$ cat src/rtl/sample_pkg.sv
// Shared audio sample type for the effects path.
// Width is fixed board-wide; all stages import it from here.
package sample_pkg;

  localparam int SAMPLE_W = 24;

  typedef logic signed [SAMPLE_W-1:0] sample_t;

endpackage

$ cat src/rtl/sel_debounce.sv
// Switch-vector debouncer: 2-FF sync, candidate register, stability counter.
// deb_sel only moves once a candidate has held for DEBOUNCE_CYC cycles.
module sel_debounce #(
  parameter int SEL_W        = 16,
  parameter int DEBOUNCE_CYC = 250000
) (
  input  logic             clk,
  input  logic             rst_n,
  input  logic [SEL_W-1:0] sel_i,
  output logic [SEL_W-1:0] deb_sel,
  output logic             stable
);

  localparam int CNT_W = $clog2(DEBOUNCE_CYC);
  localparam logic [CNT_W-1:0] CNT_MAX =
    CNT_W'(DEBOUNCE_CYC - 1);
  localparam logic [CNT_W-1:0] CNT_PRE =
    CNT_W'(DEBOUNCE_CYC - 2);

  logic [SEL_W-1:0] sync1;
  logic [SEL_W-1:0] sync2;
  logic [SEL_W-1:0] cand;
  logic [CNT_W-1:0] cnt;

  assign stable = (cnt == CNT_MAX);

  always_ff @(posedge clk) begin
    if (!rst_n) begin
      sync1   <= '0;
      sync2   <= '0;
      cand    <= '0;
      cnt     <= '0;
      deb_sel <= '0;
    end else begin
      sync1 <= sel_i;
      sync2 <= sync1;
      if (sync2 != cand) begin
        cand <= sync2;
        cnt  <= '0;
      end else if (cnt != CNT_MAX) begin
        cnt <= cnt + CNT_W'(1);
        // publish on the same edge the counter saturates
        if (cnt == CNT_PRE) begin
          deb_sel <= cand;
        end
      end
    end
  end

endmodule

$ cat src/rtl/eff_sel_ctrl.sv
// Effect-select sequencer: ramp down, swap select, flush, ramp up.
// Gain-scales the eff_pipe output so select changes are click-free.
module eff_sel_ctrl
  import sample_pkg::*;
#(
  parameter int SEL_W         = 16,
  parameter int DEBOUNCE_CYC  = 250000,
  parameter int RAMP_LOG2     = 8,
  parameter int FLUSH_SAMPLES = 16
) (
  input  logic             clk,
  input  logic             rst_n,
  input  logic [SEL_W-1:0] sel_i,
  output logic [SEL_W-1:0] sel_o,
  output logic             en_o,
  input  sample_t          data_i,
  input  logic             vld_i,
  output sample_t          data_o,
  output logic             vld_o,
  output logic             busy_o
);

  localparam int G_W = RAMP_LOG2 + 1;
  localparam logic [G_W-1:0] G_FULL =
    {1'b1, {RAMP_LOG2{1'b0}}};
  localparam logic [G_W-1:0] G_ONE = G_W'(1);
  localparam int F_W = $clog2(FLUSH_SAMPLES + 1);
  localparam logic [F_W-1:0] F_LAST =
    F_W'(FLUSH_SAMPLES - 1);
  localparam int P_W = SAMPLE_W + G_W + 1;

  typedef enum logic [2:0] {
    RUN,
    RAMP_DN,
    SWAP,
    FLUSH,
    RAMP_UP
  } state_t;

  state_t state;

  logic [G_W-1:0]   g;
  logic [G_W-1:0]   g_inc;
  logic [G_W-1:0]   g_use;
  logic [F_W-1:0]   fcnt;
  logic [SEL_W-1:0] deb_sel;
  logic             stable;
  logic             req;

  logic signed [P_W-1:0] prod;
  sample_t               scaled;

  sel_debounce #(
    .SEL_W        (SEL_W),
    .DEBOUNCE_CYC (DEBOUNCE_CYC)
  ) u_deb (
    .clk     (clk),
    .rst_n   (rst_n),
    .sel_i   (sel_i),
    .deb_sel (deb_sel),
    .stable  (stable)
  );

  assign req   = stable && (deb_sel != sel_o);
  assign g_inc = g + G_ONE;

  // ramp-up applies the incremented gain to the same sample
  always_comb begin
    g_use = '0;
    unique case (state)
      RUN, RAMP_DN: g_use = g;
      RAMP_UP:      g_use = g_inc;
      default:      g_use = '0;
    endcase
  end

  assign prod = P_W'(data_i) *
                P_W'($signed({1'b0, g_use}));
  assign scaled = sample_t'(prod >>> RAMP_LOG2);

  always_ff @(posedge clk) begin
    if (!rst_n) begin
      state  <= RUN;
      sel_o  <= '0;
      en_o   <= 1'b0;
      g      <= G_FULL;
      fcnt   <= '0;
      data_o <= '0;
      vld_o  <= 1'b0;
      busy_o <= 1'b0;
    end else begin
      en_o  <= 1'b1;
      vld_o <= vld_i;
      if (vld_i) begin
        data_o <= scaled;
      end
      unique case (state)
        RUN: begin
          if (req) begin
            state  <= RAMP_DN;
            busy_o <= 1'b1;
          end
        end
        RAMP_DN: begin
          if (vld_i) begin
            g <= g - G_ONE;
            if (g == G_ONE) begin
              state <= SWAP;
            end
          end
        end
        SWAP: begin
          sel_o <= deb_sel;
          fcnt  <= '0;
          state <= FLUSH;
        end
        FLUSH: begin
          if (vld_i) begin
            fcnt <= fcnt + F_W'(1);
            if (fcnt == F_LAST) begin
              state <= RAMP_UP;
            end
          end
        end
        RAMP_UP: begin
          if (vld_i) begin
            g <= g_inc;
            if (g_inc == G_FULL) begin
              state  <= RUN;
              busy_o <= 1'b0;
            end
          end
        end
        default: begin
          state  <= RUN;
          busy_o <= 1'b0;
        end
      endcase
    end
  end

endmodule

$ cat config.mk
export PLATFORM = sky130hd
export DESIGN_NAME = eff_sel_ctrl
export DESIGN_NICKNAME = d
export VERILOG_FILES = /design/src/rtl/sample_pkg.sv /design/src/rtl/sel_debounce.sv /design/src/rtl/eff_sel_ctrl.sv
export SDC_FILE = /design/constraint.sdc
export NUM_CORES = 1
export LEC_CHECK = 0
export CORE_MARGIN = 8
export CORE_UTILIZATION = 49
export DETAILED_ROUTE_END_ITERATION = 16
export PLACE_DENSITY = 0.76
export SLEW_MARGIN = 20
export SYNTH_ARGS = -nofsm -noshare
export SYNTH_HDL_FRONTEND = slang
export SYNTH_SLANG_ARGS = --single-unit
$ cat constraint.sdc
create_clock -name clk -period 8 [get_ports clk]
set_clock_uncertainty 0.05 [all_clocks]
set_input_delay 2 -clock clk [delete_from_list [all_inputs] [get_ports clk]]
set_output_delay 2 -clock clk [all_outputs]
set_load 0.05 [all_outputs]
==> results.json <==
{
  "final_antenna_net_count": 0,
  "cp_top_family": "adder cells",
  "busiest_layer": "met2",
  "hold_buffers": 0,
  "clk_latency_ps": 420,
  "path_cells": "clkdlybuf4s50_1 > nor2b_1 > fa_1 > fa_1 > fa_1 > fa_1 > inv_1 > fa_1 > inv_1 > ha_1 > and3_1 > a22o_1 > o41ai_2 > a21boi_1 > a211oi_2 > a21boi_1 > or3_1 > a32o_1",
  "routed_wl_mm": 30.7,
  "tns_ps": 0,
  "switching_power_mw": 0.441,
  "cp_slowest_cell": "clkdlybuf4s50_1",
  "yosysSeqAreaShare_pct": 22.1,
  "maxSlewHeadroom_pct": 39.0,
  "synth_area_per_cell_um2": 8.87,
  "synth.area.mux_share_pct": 1.72,
  "grt_use_met3_pct": 2.96,
  "gr-total-overflow": 0,
  "diodes": 0,
  "seq_power_share_pct": 42.5,
  "die_y_um": 178,
  "post_cts_buffers": 0,
  "worst_slew_pin_slew_ps": 913,
  "crit_required_ps": 8260,
  "finalCriticalPeriod_ps": 7650,
  "gp_congestion": 0.940,
  "hpwl_mm": 23.8,
  "ys.warnings.count": 0,
  "synth_most_common_cell": "inv_1",
  "portBuffers": 85,
  "drv_slew": 0,
  "ys.flop_type": "dfxtp_1",
  "fillers": 2246,
  "finalNetCount": 1810,
  "first_pass_iters": 6,
  "critPathKind": "primary input to register",
  "grt_pass1_wl_mm": 51.4,
  "syn_area_um2": 12900,
  "setup_viol_count_final": 0,
  "cp-end-kind": "register",
  "clk_pin_slew_ps": 60,
  "synth_xor_area_share_pct": 5.52,
  "ctsResizeCount": 0,
  "finalHoldViolations": 0,
  "coreArea_um2": 25900,
  "cts_root_buffer": "clkbuf_16",
  "multi_input_area_um2": 9070,
  "drive_gt1_share_pct": 5.01,
  "wl_per_cell_um": 16.4,
  "track_usage_pct": 20.0,
  "hp-class": "register to register",
  "met1_usage_pct": 28.4,
  "post_synth_num_cell_types": 65,
  "cts_tree": "done",
  "cp.arrival_ps": 7910,
  "start_util_pct": 49.6,
  "power.share.clock_pct": 46.4,
  "drc_errors": 0,
  "htree_num_levels": 4,
  "fin_util_pct": 56.9,
  "antenna_found_initial": 0,
  "critical_path.most_common_cell": "fa_1",
  "synth_compound_area_share_pct": 8.23,
  "die_x_um": 178,
  "synth_top_area_share_pct": 26.5,
  "fmax_mhz": 131,
  "row_count": 59,
  "sw_frac_of_total_pct": 25.5,
  "synth_edf_count": 0,
  "internal_power_mw": 1.29,
  "cellLeakagePower_nw": 6.93,
  "async_reset_ff_share_pct": 0,
  "yosys.area_share.adder_pct": 33.7,
  "status": "finished clean",
  "grt_pass1_vias": 10100,
  "synth_top_area_cell": "fa_1",
  "cts_made_buffers": 17,
  "critPathLaunchType": "primary input",
  "grt_max_degree": 62,
  "dieArea_um2": 31700,
  "worstPathMaxFanout": 9,
  "vias": 9998,
  "clock_path_buffers": 2,
  "fin_crit_sh_pct": 95.6,
  "syn2layout_area_growth_pct": 14.7,
  "netlist_top_cells_count": "188 x inv_1, 179 x nand2_1, 170 x fa_1, 142 x dfxtp_1, 123 x and2_1",
  "pin_count": 86,
  "gr-usage-met2_pct": 31.5,
  "drv_cap": 0,
  "vias_per_cell": 5.34,
  "p_comb_share_pct": 11.1,
  "rsz0062_at_grt": "false",
  "first_iter_violations": 701,
  "syn_inst": 1449,
  "peakVddDrop_mv": 0.191,
  "layout.area.seq_um2": 2840,
  "cp_num_buf_inv": 3,
  "max_stage_delay_ps": 680,
  "synth_top_family_by_area": "adder cells",
  "syn_nets": 1736,
  "clock-sinks": 142,
  "p_per_area_nw_per_um2": 117,
  "synthTopCellsByArea": "fa_1 26%, dfxtp_1 22%, ha_1 7.2%",
  "ys_ff_latch": 142,
  "synthSimpleGateAreaFrac_pct": 21.3
}
-- power by group through the flow --
stage | Combinational (mW) | Sequential (mW) | Clock [mW]
final | 0.193 | 0.736 | 0.802
after global placement | 0.187 | 0.751 | 0
after detailed placement | 0.191 | 0.751 | 0
after CTS | 0.192 | 0.736 | 0.814
after floorplan | 0.0867 | 0.775 | 0
after global routing | 0.209 | 0.737 | 0.848
-- flip-flops by register name, summed over array words and instances, names as in the netlist --
register       cells
busy_o             1
data_o            24
en_o               1
fcnt               5
g                  9
sel_o             16
state              3
u_deb.cand        16
u_deb.cnt         18
u_deb.deb_sel     16
u_deb.sync1       16
u_deb.sync2       16
vld_o              1
-- through the flow --
step | setup WS [ps] | hold WS [ps] | total power, mW | cells | area, um2
after detailed placement | -11.5 | 368 | 0.943 | 1839 | 14100
after floorplan | 823 | 362 | 0.862 | 1449 | 12900
after global routing | 92.3 | 396 | 1.79 | 1871 | 14700
final | 352 | 378 | 1.73 | 1871 | 14700
after global placement | 179 | 369 | 0.938 | 1839 | 14100
after CTS | 422 | 380 | 1.74 | 1871 | 14700
-- worst register-to-register path, stage by stage (launching register included) --
cell and delay (ps):
dfxtp_1 430, or3b_1 690, a31oi_1 250, o21ai_0 90, o21ai_1 330, buf_4 290
and2_1 160, fa_1 440, fa_1 480, fa_1 520, fa_1 550, inv_1 60
fa_1 530, inv_1 40, ha_1 360, and3_1 260, a22o_1 220, o41ai_2 330
a21boi_1 140, a211oi_2 320, a21boi_1 160, or3_1 320, a32o_1 240
-- cell type report --
class | count | area share, %
tap | 335 | 2.84
sequential | 142 | 19.3
clock inverter | 12 | 1.02
timing repair buffer | 116 | 7.43
clock buffer | 20 | 3.10
inverter | 189 | 4.81
multi-input combinational | 1057 | 61.5
-- final timing paths --
kind	from	end	slack, ps	depth (start not counted)
max	data_i[7]	data_o[22]	350	18
min	u_deb.sync1[15]	u_deb.sync2[15]	380	1
max reg2reg	state[0]	data_o[22]	640	22
min reg2reg	u_deb.sync1[15]	u_deb.sync2[15]	380	1
-- cell usage in the layout (no fill, tap or decap), types with 3 or more instances in the layout --
master           instances
xnor2_1                 44
a311oi_1                 3
clkbuf_16               17
nor4_1                   9
o31ai_1                  4
a21o_1                  11
nand3_1                 27
a21boi_0                 3
or3_1                    5
and3_1                   6
o211ai_1                 6
inv_6                    5
nand3b_1                10
ha_1                    74
a211oi_2                 4
mux2i_1                 21
nand2b_1                 9
buf_4                   30
nand4_1                 16
nor2b_1                 47
xor2_1                  37
a21oi_1                 57
nor3_1                  13
clkdlybuf4s50_1         85
nor2_1                  84
and4_1                   3
inv_1                  188
o21ai_0                 31
a31oi_1                 10
o21ai_1                  9
nand2_1                179
fa_1                   170
and2_1                 123
dfxtp_1                142
-- cells by family (layout without fill, tap and decap cells) --
kind of cell	Yosys count	count (layout)
simple gates	544	544
fa+ha+maj	244	244
flops	142	142
mux	22	22
buf+inv	250	337
compound gates	166	166
xor+xnor	81	81
-- layer usage --
layer,vias to the layer above,share of wire [%]
met5,-,0
met4,0,1.6
met3,36,6.4
met2,328,45
met1,4883,47
li1,4751,-
No activity file was read; power rests on OpenSTA's default activity.
